## config.mk

```make
export PLATFORM = sky130hd
export DESIGN_NAME = rtl_handshake_serializer
export DESIGN_NICKNAME = d
export VERILOG_FILES = /design/src/rtl/rtl_handshake_serializer.sv
export SDC_FILE = /design/constraint.sdc
export NUM_CORES = 1
export LEC_CHECK = 0
export CAP_MARGIN = 20
export CORE_MARGIN = 2
export CORE_UTILIZATION = 44
export CTS_CLUSTER_DIAMETER = 120
export DETAILED_ROUTE_END_ITERATION = 8
export PLACE_DENSITY_LB_ADDON = 0.3
export SETUP_SLACK_MARGIN = 0.02
export SYNTH_ARGS = -nofsm -noshare
export SYNTH_HDL_FRONTEND = slang
export SYNTH_SLANG_ARGS = --single-unit
```

## constraint.sdc

```tcl
create_clock -name CLK -period 1.7 [get_ports CLK]
set_input_delay 0.34 -clock CLK [delete_from_list [all_inputs] [get_ports CLK]]
set_output_delay 0.34 -clock CLK [all_outputs]
set_load 0.05 [all_outputs]
```

## src/rtl/rtl_handshake_serializer.sv

```systemverilog
// Serialises a packed NUM-word packet into one WIDTH-bit beat per downstream handshake.
// Define RTL_HANDSHAKE_SERIALIZER_ASSERT_EN to include the protocol assertions.
module rtl_handshake_serializer #(
   parameter int WIDTH = 5,
   parameter int NUM   = 2,
   parameter int CNT_W = 8
) (
   input  logic                 CLK,
   input  logic                 RESETN,
   input  logic                 in_valid,
   output logic                 in_ready,
   input  logic [WIDTH*NUM-1:0] in_data,
   output logic                 handshake_valid,
   input  logic                 handshake_ready,
   output logic [WIDTH-1:0]     out_data,
   output logic                 out_last,
   output logic [CNT_W-1:0]     beat_count,
   output logic                 busy
);

   localparam int IDX_W = (NUM > 1) ? $clog2(NUM) : 1;
   localparam logic [IDX_W-1:0] LAST_IDX = IDX_W'(NUM - 1);

   typedef enum logic {
      IDLE = 1'b0,
      SEND = 1'b1
   } state_t;

   state_t                 state;
   logic [IDX_W-1:0]       idx;
   logic [IDX_W-1:0]       idx_nxt;
   logic [WIDTH*NUM-1:0]   pkt;
   logic                   up_xfer;
   logic                   dn_xfer;

   // Valid/ready: a beat moves on any edge where valid and ready are both high;
   // valid is held with stable data until that edge, and ready may depend on valid.
   assign idx_nxt  = idx + IDX_W'(1);
   assign out_last = handshake_valid && (idx == LAST_IDX);
   assign busy     = (state == SEND);
   // Accepting on the final beat lets the next packet follow with no bubble.
   assign in_ready = RESETN && ((state == IDLE) || (out_last && handshake_ready));
   assign up_xfer  = in_valid && in_ready;
   assign dn_xfer  = handshake_valid && handshake_ready;

   always_ff @(posedge CLK) begin
      if (!RESETN) begin
         state           <= IDLE;
         idx             <= '0;
         pkt             <= '0;
         handshake_valid <= 1'b0;
         out_data        <= '0;
         beat_count      <= '0;
      end else begin
         if (dn_xfer) beat_count <= beat_count + CNT_W'(1);
         case (state)
            IDLE: begin
               if (up_xfer) begin
                  pkt             <= in_data;
                  idx             <= '0;
                  out_data        <= in_data[WIDTH-1:0];
                  handshake_valid <= 1'b1;
                  state           <= SEND;
               end
            end
            SEND: begin
               if (dn_xfer) begin
                  if (idx != LAST_IDX) begin
                     idx      <= idx_nxt;
                     out_data <= pkt[int'(idx_nxt)*WIDTH +: WIDTH];
                  end else if (up_xfer) begin
                     pkt      <= in_data;
                     idx      <= '0;
                     out_data <= in_data[WIDTH-1:0];
                  end else begin
                     handshake_valid <= 1'b0;
                     state           <= IDLE;
                  end
               end
            end
         endcase
      end
   end

`ifdef RTL_HANDSHAKE_SERIALIZER_ASSERT_EN
   ap_stall_stable: assert property (@(posedge CLK) disable iff (!RESETN)
      handshake_valid && !handshake_ready |=> handshake_valid && $stable(out_data) && $stable(out_last))
      else $error("ap_stall_stable");

   ap_last_valid: assert property (@(posedge CLK) disable iff (!RESETN)
      out_last |-> handshake_valid)
      else $error("ap_last_valid");

   ap_accept_valid: assert property (@(posedge CLK) disable iff (!RESETN)
      in_ready && in_valid |=> handshake_valid)
      else $error("ap_accept_valid");
`else
`endif

endmodule

```

### Yosys cells after proc, flatten, opt, wreduce, memory -nomap -nowiden

Cells that the tools add are included.

* logic and storage cells: 46
* flip-flop bits (word level): 26
* output and inout port bits: 17

* reductions and logical operators: 9
* muxes and demuxes: 22
* shift operators: 1
* add/sub/neg operators: 2
* equality and inequality tests: 4
* $mul: 1
* bitwise logic cells: 1

Operators by type and width (count)
* $mux W10: 3
* $pmux W10 S2: 1
* $mux W5: 3
* $mux W1: 11
* $pmux W5 S2: 1
* $shiftx A10 B5 Y5: 1
* $add A8 B1 Y8 const B: 1
* $pmux W1 S2: 3
* $logic_and A1 B1 Y1: 5
* $mul A1 B3 Y4 const B: 1
* $ne A2 B1 Y1 const B: 2
* $ne A2 B2 Y1 const B: 2
* $reduce_and A2 Y1: 2
* $reduce_and A4 Y1: 1
* $add A1 B1 Y1 const B: 1
* $logic_or A1 B1 Y1: 1
* $not A1 Y1: 1

### Depth between registers and ports, before layout

* depth in word-level cells: 9
* depth in mapped cells: 5
* gate-level depth less buffers: 4

### Worst setup path before layout

Ideal clock, no wire load.

* path kind: reg2out
* start point: register handshake_valid
* end point: output in_ready
* required time: 1.360 ns
* slack: -0.428 ns
* stages on the path, launching flop included: 4
* arrival: 1.788 ns
* path through: dfxtp_1 -> buf_2 -> nand3_1 -> a21oi_1

* longest elaborated chain between the ends: 4

RTL lines
* start: declaration: line 13 `output logic handshake_valid,`
* start signal: assignment: line 51 `handshake_valid <= 1'b0;`
* start signal: assignment: line 62 `handshake_valid <= 1'b1;`
* start signal: assignment: line 76 `handshake_valid <= 1'b0;`
* $logic_and A1 B1 Y1: line 39 `assign out_last = handshake_valid && (idx == LAST_IDX);`
* $logic_and A1 B1 Y1: line 42 `assign in_ready = RESETN && ((state == IDLE) || (out_last && handshake_ready));`
* $logic_or A1 B1 Y1: line 42
* $logic_and A1 B1 Y1: line 42
* end: declaration: line 11 `output logic in_ready,`

No other way between the ends.

### Worst setup path after layout

* start point: register idx
* end point: output in_ready

* longest elaborated chain between the ends: 4

RTL lines
* start: declaration: line 30 `logic [IDX_W-1:0] idx;`
* start signal: assignment: line 69 `idx <= idx_nxt;`
* $logic_and A1 B1 Y1: line 39
* $logic_and A1 B1 Y1: line 42
* $logic_or A1 B1 Y1: line 42
* $logic_and A1 B1 Y1: line 42

No other way between the ends.

==> flow_summary.json <==
{
  "status": "finished clean",
  "hold_class": "reg -> reg",
  "syn2layout_area_growth_pct": 41.24,
  "dpl.hpwl_mm": 1.706,
  "antenna_found_initial": 0,
  "synth_top_area_cell": "dfxtp_1",
  "yosysMostFrequentCell": "dfxtp_1",
  "r2r-end": "beat_count[5]$_SDFFE_PN0P_",
  "ys_top_cells_by_count": "dfxtp_1 (21), inv_1 (14), a21oi_1 (11)",
  "place_ws_ns": -0.1523,
  "power_density_mw_per_mm2": 736.7,
  "synth_cell_type_count": 29,
  "path_cells": "nand3_2 -> a21oi_4 -> buf_12",
  "worst_clock_skew_ns": 0.001338,
  "irDropWorstVdd_v": 0.0004501,
  "synth_compound_area_frac": 0.2081,
  "fp.coreArea_mm2": 0.002170,
  "drv_cap": 0,
  "portBuffers": 30,
  "crit_cells": 3,
  "postSynth.asyncResetShare": 0,
  "clock-sinks": 21,
  "crit_path_start_kind": "register",
  "synth_top_area_share": 0.4237,
  "cts_tree": "built",
  "io_pins": 31,
  "r2r_cells": 3,
  "yosys.area_share.adder": 0.01261,
  "grt_pass1_wl_mm": 3.443,
  "cp_num_buf_inv": 1,
  "clock_path_buffers": 2,
  "drc_errors": 0,
  "gp_congestion": 0.7545,
  "critical-path-max-stage-delay_ns": 0.46,
  "antenna_left": 0,
  "clk_latency_ns": 0.29,
  "setup_slack_ns": 0.1143,
  "syn_nets": 129,
  "ys.flop_type": "dfxtp_1",
  "synth.area.mux_share": 0.05044,
  "synth-edff-count": 0,
  "cts-root-buf": "clkbuf_4",
  "end_kind": "output port",
  "first_global_vias": 827,
  "crit_required_ns": 1.36,
  "worstReg2RegStart": "beat_count[2]$_SDFFE_PN0P_",
  "drt-initial-drc-count": 15,
  "syn-instance-count": 114,
  "cp.arrival_ns": 1.25,
  "placementRows": 17,
  "start_util": 0.4573,
  "cts_inserted_buffers": 3,
  "first_pass_iters": 4,
  "crit_fanout": 11,
  "numPlacedInstances": 174,
  "grt_use_total": 0.1736,
  "synth_xor_area_frac": 0.01765,
  "synth.area.top_cells": "dfxtp_1 (42%), o221a_2 (5.7%), a21oi_1 (5.5%)",
  "r2r_slack_ns": 0.37,
  "setup_violations": 0,
  "wire_per_inst_um": 11.95,
  "ys_seq_area_frac": 0.4237,
  "leakage_nw": 0.6095,
  "dieArea_mm2": 0.002651,
  "crit_family": "flip-flops",
  "worst_pin_slew_ns": 0.2481,
  "num_vias": 935,
  "cts-hold-fix-buffers": 0,
  "min_period_ns": 1.586,
  "fmax_ghz": 0.6306,
  "hold_viol": 0,
  "synth-seq-cells": 21,
  "timing.slew.headroom": 0.8346,
  "cp_slowest_cell": "dfxtp_2",
  "htreeDepth": 1,
  "grt_max_degree": 16,
  "grt-ovfl-total": 0,
  "num_antenna_cells": 0,
  "drt-total-wl_mm": 2.127,
  "chipHeight_um": 51.49,
  "crit_type": "reg -> out",
  "post_cts_buffers": 0,
  "crit_path_end": "in_ready",
  "drive_gt1_frac": 0.2667,
  "startpoint": "idx$_SDFFE_PN0P_",
  "synth_area_per_cell_um2": 8.704,
  "instances_no_fill": 178,
  "whs_ns": 0.4685,
  "die_w_um": 51.49,
  "routed_via_density": 5.253,
  "clk_pin_slew_worst_paths_ns": 0.11,
  "yosys_warnings": 0,
  "finalMaxSlewViolations": 0,
  "rsz0062_at_grt": "false",
  "synth-simple-area-share": 0.1942,
  "synth_top_family_by_area": "compound AO/OA/AOI/OAI gates",
  "netlist_area_um2": 992.2,
  "period_share": 0.9328,
  "fin_nets": 166
}
[repair_timing]
item                                    in CTS  in global routing
gates resized for setup                      3                  0
hold endpoints to repair                     0                  0
endpoints found under the setup margin       1                  0
[metal layers]
layer,vias to the layer above,GRT usage,routed length (um)
met5,-,0,0
met4,0,0.1009,31
met3,4,0.02924,77
met2,17,0.2799,1068
met1,435,0.2164,949
li1,479,-,-
[per-stage QoR]
step                power, mW  TNS, ns    util  instance area [um2]
floorplan              0.7046        0       -                 1005
global placement       0.8046  -0.8239  0.6315                 1370
detailed placement     0.8105   -1.491  0.6315                 1370
CTS                     1.038        0  0.6459                 1401
global route            1.086        0  0.6459                 1401
finish                  1.032        0  0.6459                 1401
[placed cells by master (no fill, tap or decap), types with 3 or more instances in the layout]
cell type and count:
dfxtp_1 19, nor3b_1 5, nand2_1 9, o221a_2 5
mux2i_1 5, buf_12 3, inv_1 14, a41oi_1 5
clkdlybuf4s50_1 12, o21ai_0 4, or3_1 4, clkbuf_4 3
a21oi_1 10, buf_4 24, nor2_1 3
[how the worst min path moves through the flow]
stage,from,end,cells after the start
after CTS,pkt[7]$_SDFFE_PN0P_,pkt[7]$_SDFFE_PN0P_,2
final,pkt[7]$_SDFFE_PN0P_,pkt[7]$_SDFFE_PN0P_,2
after detailed placement,pkt[7]$_SDFFE_PN0P_,pkt[7]$_SDFFE_PN0P_,2
after global placement,pkt[7]$_SDFFE_PN0P_,pkt[7]$_SDFFE_PN0P_,2
after global routing,pkt[7]$_SDFFE_PN0P_,pkt[7]$_SDFFE_PN0P_,2
after floorplan,pkt[5]$_SDFFE_PN0P_,pkt[5]$_SDFFE_PN0P_,2
[logic make-up after synthesis]
kind of cell | count (synthesis)
fa+ha+maj | 1
xor+xnor | 2
simple gates | 34
compound gates | 29
flops | 21
buf+inv | 22
mux | 5
[report_power, final]
part	leakage [nW]	internal, mW	switching [mW]
combinational	0.422	0.116	0.139
clock	0.0150	0.0912	0.143
sequential	0.173	0.520	0.0235
[registers in the layout, indices dropped and copies added (netlist names)]
| signal | cells |
|---|---|
| beat_count | 8 |
| busy | 1 |
| handshake_valid | 1 |
| idx | 1 |
| out_data | 5 |
| pkt | 5 |
[area by class of cell]
cell class / count / area [um2]
timing repair buffer: 40 / 369.1
inverter: 14 / 52.55
tap: 28 / 35.03
sequential: 21 / 422.9
multi-input combinational: 71 / 495.5
clock buffer: 4 / 26.28
fill: 197 / 768.2
[tightest hold or removal path, stage by stage (launching register included)]
cell	delay, ns
dfxtp_1	0.33
nand2_1	0.05
mux2i_1	0.05
(Power assumes the default switching activity.)
